[src/rtl/ibex_data_bus_arbiter_pkg.sv]
// Shared types for the two-master data-bus arbiter.
// Latency: n/a (types and helpers only).
// Backpressure: n/a.
package ibex_data_bus_arbiter_pkg;

    typedef enum logic [1:0] {
        ARB_FREE    = 2'd0,
        ARB_LOCK_M0 = 2'd1,
        ARB_LOCK_M1 = 2'd2
    } arb_state_e;

    typedef enum logic {
        M0 = 1'b0,
        M1 = 1'b1
    } arb_id_e;

    typedef struct packed {
        logic [31:0] addr;
        logic        we;
        logic [3:0]  be;
        logic [31:0] wdata;
    } bus_req_t;

    function automatic arb_id_e arb_other(input arb_id_e id);
        return (id == M0) ? M1 : M0;
    endfunction

endpackage

[src/rtl/ibex_data_bus_arbiter_id_fifo.sv]
// In-order FIFO of issuer IDs for granted-but-unanswered data-bus transactions.
// Latency: push visible at head next cycle; head is combinational from storage.
// Backpressure: full/empty come from the registered count; push when full and pop when empty are ignored.
module ibex_arb_id_fifo
    import ibex_data_bus_arbiter_pkg::*;
#(
    parameter int unsigned DEPTH = 2
) (
    input  logic    clk,
    input  logic    rst_n,
    input  logic    push,
    input  arb_id_e push_id,
    input  logic    pop,
    output arb_id_e head_id,
    output logic    full,
    output logic    empty
);

    localparam int unsigned PW = (DEPTH > 1) ? $clog2(DEPTH) : 1;
    localparam int unsigned CW = $clog2(DEPTH + 1);

    arb_id_e         mem [DEPTH];
    logic [PW-1:0]   wr_ptr;
    logic [PW-1:0]   rd_ptr;
    logic [CW-1:0]   count;
    logic            do_push;
    logic            do_pop;

    assign full    = (count == CW'(DEPTH));
    assign empty   = (count == '0);
    assign do_push = push && !full;
    assign do_pop  = pop && !empty;
    assign head_id = mem[rd_ptr];

    always_ff @(posedge clk or negedge rst_n) begin
        if (!rst_n) begin
            wr_ptr <= '0;
            rd_ptr <= '0;
            count  <= '0;
            for (int i = 0; i < int'(DEPTH); i++) begin
                mem[i] <= M0;
            end
        end else begin
            if (do_push) begin
                mem[wr_ptr] <= push_id;
                wr_ptr      <= (wr_ptr == PW'(DEPTH - 1)) ? '0 : wr_ptr + 1'b1;
            end
            if (do_pop) begin
                rd_ptr <= (rd_ptr == PW'(DEPTH - 1)) ? '0 : rd_ptr + 1'b1;
            end
            case ({do_push, do_pop})
                2'b10:   count <= count + 1'b1;
                2'b01:   count <= count - 1'b1;
                default: count <= count;
            endcase
        end
    end

endmodule

[src/rtl/ibex_data_bus_arbiter.sv]
// Round-robin arbiter sharing one data-memory port between the LSU (m0) and a secondary master (m1).
// Latency: zero-cycle gnt/err/rvalid/rdata pass-through; responses return in issue order.
// Backpressure: slave request held stable until data_gnt_i; data_req_o drops while the ID FIFO is full.
module ibex_data_bus_arbiter
    import ibex_data_bus_arbiter_pkg::*;
#(
    parameter int unsigned MAX_OUTSTANDING = 2
) (
    input  logic        clk,
    input  logic        rst_n,

    input  logic        m0_req_i,
    input  logic [31:0] m0_addr_i,
    input  logic        m0_we_i,
    input  logic [3:0]  m0_be_i,
    input  logic [31:0] m0_wdata_i,
    output logic        m0_gnt_o,
    output logic        m0_rvalid_o,
    output logic        m0_err_o,
    output logic [31:0] m0_rdata_o,

    input  logic        m1_req_i,
    input  logic [31:0] m1_addr_i,
    input  logic        m1_we_i,
    input  logic [3:0]  m1_be_i,
    input  logic [31:0] m1_wdata_i,
    output logic        m1_gnt_o,
    output logic        m1_rvalid_o,
    output logic        m1_err_o,
    output logic [31:0] m1_rdata_o,

    output logic        data_req_o,
    input  logic        data_gnt_i,
    input  logic        data_rvalid_i,
    input  logic        data_err_i,
    output logic [31:0] data_addr_o,
    output logic        data_we_o,
    output logic [3:0]  data_be_o,
    output logic [31:0] data_wdata_o,
    input  logic [31:0] data_rdata_i,

    output logic        busy_o
);

    arb_state_e state_q;
    arb_id_e    last_q;
    arb_id_e    sel;
    logic       sel_req;
    logic       granted;
    logic       fifo_full;
    logic       fifo_empty;
    logic       fifo_pop;
    arb_id_e    head_id;
    bus_req_t   m0_fields;
    bus_req_t   m1_fields;
    bus_req_t   sel_fields;

    assign m0_fields = '{addr: m0_addr_i, we: m0_we_i, be: m0_be_i, wdata: m0_wdata_i};
    assign m1_fields = '{addr: m1_addr_i, we: m1_we_i, be: m1_be_i, wdata: m1_wdata_i};

    // While locked the selection ignores the other master so the slave sees stable fields.
    always_comb begin
        sel     = M0;
        sel_req = 1'b0;
        case (state_q)
            ARB_LOCK_M0: begin
                sel     = M0;
                sel_req = m0_req_i;
            end
            ARB_LOCK_M1: begin
                sel     = M1;
                sel_req = m1_req_i;
            end
            default: begin
                if (m0_req_i && m1_req_i) begin
                    sel = arb_other(last_q);
                end else if (m1_req_i) begin
                    sel = M1;
                end else begin
                    sel = M0;
                end
                sel_req = m0_req_i || m1_req_i;
            end
        endcase
    end

    assign sel_fields   = (sel == M1) ? m1_fields : m0_fields;
    assign data_addr_o  = sel_fields.addr;
    assign data_we_o    = sel_fields.we;
    assign data_be_o    = sel_fields.be;
    assign data_wdata_o = sel_fields.wdata;

    assign data_req_o = sel_req && !fifo_full;
    assign granted    = data_req_o && data_gnt_i;

    assign m0_gnt_o = granted && (sel == M0);
    assign m1_gnt_o = granted && (sel == M1);
    assign m0_err_o = m0_gnt_o && data_err_i;
    assign m1_err_o = m1_gnt_o && data_err_i;

    // A response with nothing outstanding is dropped rather than misrouted.
    assign fifo_pop    = data_rvalid_i && !fifo_empty;
    assign m0_rvalid_o = fifo_pop && (head_id == M0);
    assign m1_rvalid_o = fifo_pop && (head_id == M1);
    assign m0_rdata_o  = data_rdata_i;
    assign m1_rdata_o  = data_rdata_i;

    assign busy_o = data_req_o || !fifo_empty;

    always_ff @(posedge clk or negedge rst_n) begin
        if (!rst_n) begin
            state_q <= ARB_FREE;
            last_q  <= M1;
        end else begin
            case (state_q)
                ARB_LOCK_M0, ARB_LOCK_M1: begin
                    if (!sel_req) begin
                        state_q <= ARB_FREE;
                    end else if (granted) begin
                        state_q <= ARB_FREE;
                        last_q  <= sel;
                    end
                end
                default: begin
                    state_q <= ARB_FREE;
                    if (granted) begin
                        last_q <= sel;
                    end else if (sel_req) begin
                        state_q <= (sel == M1) ? ARB_LOCK_M1 : ARB_LOCK_M0;
                    end
                end
            endcase
        end
    end

    ibex_arb_id_fifo #(
        .DEPTH (MAX_OUTSTANDING)
    ) u_id_fifo (
        .clk     (clk),
        .rst_n   (rst_n),
        .push    (granted),
        .push_id (sel),
        .pop     (fifo_pop),
        .head_id (head_id),
        .full    (fifo_full),
        .empty   (fifo_empty)
    );

endmodule

[config.mk]
export PLATFORM = sky130hd
export DESIGN_NAME = ibex_data_bus_arbiter
export DESIGN_NICKNAME = d
export VERILOG_FILES = /design/src/rtl/ibex_data_bus_arbiter_pkg.sv /design/src/rtl/ibex_data_bus_arbiter_id_fifo.sv /design/src/rtl/ibex_data_bus_arbiter.sv
export SDC_FILE = /design/constraint.sdc
export NUM_CORES = 1
export LEC_CHECK = 0
export ABC_CLOCK_PERIOD_IN_PS = 3600
export BUFFER_PORTS_ARGS = -buffer_cell sky130_fd_sc_hd__buf_2
export CAP_MARGIN = 10
export CORE_AREA = 2 2 125 127
export CTS_BUF_LIST = sky130_fd_sc_hd__clkbuf_4
export CTS_CLUSTER_SIZE = 20
export DETAILED_ROUTE_END_ITERATION = 10
export DIE_AREA = 0 0 127 129
export PLACE_DENSITY = 0.39
export SLEW_MARGIN = 20
export SYNTH_ARGS = -nofsm -noshare
export SYNTH_HDL_FRONTEND = slang
export SYNTH_SLANG_ARGS = --single-unit
[constraint.sdc]
create_clock -name clk -period 3.6 [get_ports clk]
set_input_delay 0.54 -clock clk [delete_from_list [all_inputs] [get_ports clk]]
set_output_delay 0.54 -clock clk [all_outputs]
set_load 0.005 [all_outputs]
Word-level counts from Yosys, hierarchy flattened. Index checks and enable logic that the tools add are counted.

Register bits: 9. ROM bits: 0. Bits in writable memories: 0. Memories kept: 0. Logic and storage cells: 69. Latch bits: 0. Bits of input ports: 177. Output and inout bits: 141.

Shift-type cells: 0. Add/sub/neg operators: 4. Reductions and logical operators: 20. Bitwise operators: 4. $mul: 0. Magnitude comparators: 3. Muxes and demuxes: 24. Equality and inequality tests: 7. Div/mod/pow operators: 0.

Operator list (number): $mux W69 (1); $logic_and A1 B1 Y1 (13); $mux W1 (12); $mux W2 (6); $eq A2 B2 Y1 const B (3); $eq A2 B1 Y1 const B (2); $ge A2 B2 Y1 const B (2); $not A1 Y2 (2); $pmux W1 S2 (2); $pmux W2 S2 (1); $ne A3 B3 Y1 const B (1); $add A1 B1 Y1 const B (2); $add A2 B1 Y2 const B (1); $bwmux W2 (1); $logic_not A1 Y1 (2); $logic_not A2 Y1 (1); $logic_or A1 B1 Y1 (2); $lt A2 B1 Y1 const B (1); $ne A2 B2 Y1 const B (1); $not A1 Y1 (2); $reduce_bool A2 Y1 (1); $reduce_or A2 Y1 (1); $sub A2 B1 Y2 const B (1); $demux W1 S1 (1).

Depth between registers and ports, before layout.
Word-level depth: 7. Depth in mapped cells: 9. Gate-level depth less buffers: 9.

By module. A second synthesis with hierarchy kept.

Cell total of the unflattened synthesis: 197. Area, all modules: 1876.8 um^2.

Modules (own cells, without submodules): ibex_data_bus_arbiter (sequential area each 76.3 um^2, area each 1594.0 um^2, instances 1, cells an instance 174); ibex_arb_id_fifo (sequential area each 150.1 um^2, area each 282.8 um^2, instances 1, cells an instance 23).

Least setup slack after synthesis. No wires, ideal clock.

Path type: register to output. Start: register state_q[0]. End: output data_addr_o[19]. Arrival: 1.711 ns. Required time: 3.060 ns. Cell stages (with the launch flop): 8. Path buffers: 2. Slack: 1.349 ns. Path through: dfrtp_1 -> inv_1 -> ha_1 -> nor2b_1 -> a31oi_1 -> buf_4 -> buf_4 -> mux2_1.

Longest elaborated chain between the ends: 3. Elaborated cells on any way between the ends: 4. Classes of those cells: eq/ne: 2; mux: 2.

Ends and longest elaborated chain: start, declared (line ibex_data_bus_arbiter.sv:45) `arb_state_e state_q;`; start signal, assigned (line ibex_data_bus_arbiter.sv:129) `state_q <= (sel == M1) ? ARB_LOCK_M1 : ARB_LOCK_M0;`; $eq A2 B2 Y1 / $eq A2 B1 Y1 (equally long branches) (line ibex_data_bus_arbiter.sv:65) `case (state_q)`; $pmux W1 S2 (*) (line ibex_data_bus_arbiter.sv:65); $mux W69 (*) (line ibex_data_bus_arbiter.sv:87) `assign sel_fields = (sel == M1) ? m1_fields : m0_fields;`; end, declared (line ibex_data_bus_arbiter.sv:36) `output logic [31:0] data_addr_o,`.

Every way passes the cells marked *; elsewhere a longest branch is shown, timed or not.

Worst setup path in the final report.
Start: register state_q[0]. End: output data_wdata_o[30].

Longest elaborated chain between the ends: 3. Elaborated cells on any way between the ends: 4. Classes of those cells: eq/ne: 2; mux: 2.

Ends and longest elaborated chain: $eq A2 B2 Y1 / $eq A2 B1 Y1 (equally long branches) (line ibex_data_bus_arbiter.sv:65); $pmux W1 S2 (*) (line ibex_data_bus_arbiter.sv:65); $mux W69 (*) (line ibex_data_bus_arbiter.sv:87); end, declared (line ibex_data_bus_arbiter.sv:39) `output logic [31:0] data_wdata_o,`.

Marks and branches as above.

==> flow_results.org <==
** Status
- The flow ran to the end, and the final reports show no timing, DRC or antenna violations.

** Routing
- Antenna-violating nets left :: 0
- In the routed design, unresolved DRC markers number 0.
- The detailed router placed 1945 vias in this run.
- The first routing iteration left 45 violations.
- Dividing the detail-routed wire length by the instance count gives 11.9 um.
- Before antenna repair, the detailed router went through 4 iterations.
- Final wirelength :: 6.47 mm
- Detailed-route vias per instance :: 3.58

** STA
- The clock arrives with 6.17 ps of skew.
- The clock period could shrink to 2910 ps.
- Final number of max-transition violations :: 0
- Slew at the pin with the worst max-slew slack :: 520 ps
- Worst slew margin :: 65.3%
- Setup repair after global routing left no endpoint under its margin.
- After layout, the worst path uses 80.7% of the clock period.
- The number of failing hold endpoints at the final stage was 0.
- Derived from the worst setup path, the maximum achievable clock frequency is 344 MHz.
- Summed over all failing endpoints, the final setup total negative slack is 0 ps.
- Final setup viols :: 0

** Synthesis
- Flip-flop and latch count after synthesis :: 9
- Fraction of the yosys area taken by sequential cells :: 12.1%
- Dominant cells by area after synthesis :: sky130_fd_sc_hd__buf_4 26%, sky130_fd_sc_hd__mux2_2 22%, sky130_fd_sc_hd__mux2_1 20%
- After synthesis, the netlist uses 31 different library cells.
- The synthesized netlist occupies a cell area of 1880 sq um.
- Count of synthesis-stage warnings from yosys :: 0
- Largest area contributor in the synthesized netlist :: sky130_fd_sc_hd__buf_4
- Average size of a mapped cell :: 9.40 sq um
- After technology mapping, the gate count stands at 200.
- Total nets after synthesis :: 380
- The top cell type by area accounts for 26.4% of the synthesized area.

** Clocking
- Clock latency reported for the late side of the worst-skew pair :: 270 ps
- Clock-pin slew was measured on the worst setup and hold paths at 70 ps.
- Setup Fix Bufs, Post-CTS :: 0
- Hold buffer count at CTS :: 0
- Clock tree synthesis selected as its root buffer the cell sky130_fd_sc_hd__clkbuf_4.
- Total number of clock tree sinks :: 9
- CTS built an H-tree with a depth of 1.
- Counting along the longest clock path gives a buffer depth of 2.
- CTS tree :: done
- Clock buffer count from CTS :: 3
- Resized cells post-CTS :: 0

** Setup path
- Slack of the worst reg-to-reg path :: 1310 ps
- STA puts the critical path data arrival time at 2370 ps.
- STA puts the critical path data required time at 3060 ps.
- Along the worst path, the maximum fanout reaches 40.
- The critical path is of the reg -> out type.
- The worst setup path is captured at an output pin.
- The worst setup path is launched from a register.

** Flow run
- The tool flagged a number of max-cap violations equal to 0.

** Finish
- N_diodes :: 0
- Fin cells :: 543
- Cells with a size suffix above 1 make up 75.2% of the layout.
- Total Nets Final :: 536
- Cells fill 18.3% of the core in the end.
- Summing all non-filler instances in the final layout gives an area of 2730 sq um.
- The filler cells instantiated in the layout total 1679.
- Area grow syn2layout :: 45.5%

** Global routing
- Global-route usage over all layers :: 6.58%
- Via count of the first global-routing pass :: 1787
- The first global-routing pass estimated 8.73 mm of wire.
- Entering global routing, the biggest net connects 41 pins.
- Gr ovfl total :: 0
- The initial antenna violation count is 0.

** Placement
- DP Cell Count :: 539
- Summed over all nets, the half-perimeter wirelength after detailed placement is 5.62 mm.
- Port buffering added 221 buffers.
- Placed inst area :: 2710 sq um
- Routability-driven placement finished with a final weighted congestion of 0.750.

** Die
- Die outline area :: 16400 sq um
- The die is 127 um wide.
- For this configuration, the core starts out at a cell density of 12.5%.
- Area of the core :: 15000 sq um
- Number of top-level pins :: 318
- From bottom edge to top edge, the die measures 129 um.
- The initialized floorplan defines 45 standard-cell rows.

** Power and ir drop
- In this run switching power makes up 42.5% of total power.
- Leak :: 1.44 nW
- Cell internal power was estimated by the tool at 0.000829 W.
- Fraction of power consumed by combinational cells :: 80.3%
- Of the total power, the clock network draws 5.7%.
- Sw Pwr :: 0.000612 W
- The design draws 0.00144 W.
- Per report_power, the sequential group accounts for 14.0% of the total.
- Peak ir drop on the vdd network :: 0.459 mV
- Power density relative to cell area :: 527 nW/um^2

** Min path
- Class of the most critical hold timing path :: in -> async
==> sequential cells by signal (all words and copies together) (netlist names) <==
register	count
state_q	2
last_q	1
u_id_fifo.mem	2
u_id_fifo.rd_ptr	1
u_id_fifo.wr_ptr	1
u_id_fifo.count	2
==> area by class of cell <==
class                      count  area [sq um]  area share (%)
clock buffer                   3          22.5           0.824
sequential                     9           226            8.28
tap                          188           235            8.60
timing repair buffer         223          1120            41.0
multi-input combinational    111          1090            40.0
clock inverter                 1          5.00           0.183
inverter                       8          30.0            1.10
==> metrics by stage <==
step           hold slack (ps)  worst slack, ps
2_1_floorplan              244             1350
3_3_place_gp               413              995
3_5_place_dp               413              953
4_1_cts                    121              653
5_1_grt                    123              543
6_report                   118              694
==> critical path: stages (launching register included) <==
cell	delay, ps
sky130_fd_sc_hd__dfrtp_1	370
sky130_fd_sc_hd__inv_1	50
sky130_fd_sc_hd__ha_1	420
sky130_fd_sc_hd__nor2b_1	110
sky130_fd_sc_hd__a31oi_4	150
sky130_fd_sc_hd__buf_4	440
sky130_fd_sc_hd__mux2_1	390
sky130_fd_sc_hd__buf_2	140
==> cell families (layout without fill, tap and decap cells) <==
family / Yosys count / after routing / share of synthesized area (%)
flip-flops: 9 / 9 / 12.1
adder cells (fa/ha/maj): 3 / 3 / 2.00
XOR/XNOR: 5 / 5 / 2.33
multiplexers: 73 / 73 / 43.5
AND/OR/NAND/NOR: 19 / 19 / 5.19
buffers and inverters: 80 / 235 / 30.6
AO/OA/AOI/OAI: 11 / 11 / 4.39
==> synth_stat cells <==
master                      instances
sky130_fd_sc_hd__and3_1             1
sky130_fd_sc_hd__nor2b_1            3
sky130_fd_sc_hd__a21oi_1            1
sky130_fd_sc_hd__nand3_1            1
sky130_fd_sc_hd__nor2_1             7
sky130_fd_sc_hd__mux2_2            36
sky130_fd_sc_hd__o21ai_0            2
sky130_fd_sc_hd__buf_4             66
sky130_fd_sc_hd__xor2_1             1
sky130_fd_sc_hd__a2111oi_1          1
sky130_fd_sc_hd__o22ai_1            1
sky130_fd_sc_hd__a22oi_1            1
sky130_fd_sc_hd__mux2i_1            4
sky130_fd_sc_hd__inv_2              1
sky130_fd_sc_hd__nand2b_1           2
sky130_fd_sc_hd__xnor2_1            4
sky130_fd_sc_hd__nand2_1            2
sky130_fd_sc_hd__nor3b_1            2
sky130_fd_sc_hd__ha_1               3
sky130_fd_sc_hd__a22o_1             1
sky130_fd_sc_hd__buf_6              3
sky130_fd_sc_hd__o2111ai_1          1
sky130_fd_sc_hd__dfrtp_1            8
sky130_fd_sc_hd__mux2_1            33
sky130_fd_sc_hd__dfstp_2            1
sky130_fd_sc_hd__a31oi_1            1
sky130_fd_sc_hd__buf_2              3
sky130_fd_sc_hd__a211oi_2           1
sky130_fd_sc_hd__o21a_1             1
sky130_fd_sc_hd__and2_1             1
sky130_fd_sc_hd__inv_1              7
==> power groups by stage <==
stage	Clock [W]	Combinational, W	Sequential (W)
3_5_place_dp	0	0.00117	0.000204
3_3_place_gp	0	0.00116	0.000203
5_1_grt	0.0000900	0.00128	0.000209
4_1_cts	0.0000847	0.00118	0.000203
6_report	0.0000818	0.00116	0.000202
2_1_floorplan	0	0.000824	0.000191
==> final timing paths <==
kind	startpoint	to	depth (start not counted)
worst min-delay path	rst_n	u_id_fifo.count[1]$_DFFE_PN0P_	1
max in group asynchronous	rst_n	last_q$_DFFE_PN1P_	1
worst min register to register	last_q$_DFFE_PN1P_	last_q$_DFFE_PN1P_	2
min in group clk	last_q$_DFFE_PN1P_	last_q$_DFFE_PN1P_	2
worst max-delay path	state_q[0]$_DFFE_PN0P_	data_wdata_o[30]	7
worst max register to register	state_q[0]$_DFFE_PN0P_	u_id_fifo.count[1]$_DFFE_PN0P_	8
==> cells in the final DEF (no fill, tap or decap), drive strengths merged, types with 2 or more instances in the layout <==
cell type and n:
dfrtp 8, ha 3, o21ai 2, nand2 2, nor3b 2, mux2i 4, nor2b 3, clkbuf 3
inv 8, nor2 7, nand2b 2, buf 223, xnor2 4, mux2 69
==> layer usage <==
layer / up-vias / wire, um / global-route usage, %
met1: 883 / 2780 / 8.91
li1: 930 / - / -
met4: 0 / 65 / 1.81
met2: 124 / 3040 / 10.1
met3: 8 / 583 / 2.12
met5: - / 0 / 0
No activity file was read; power rests on OpenSTA's default activity.
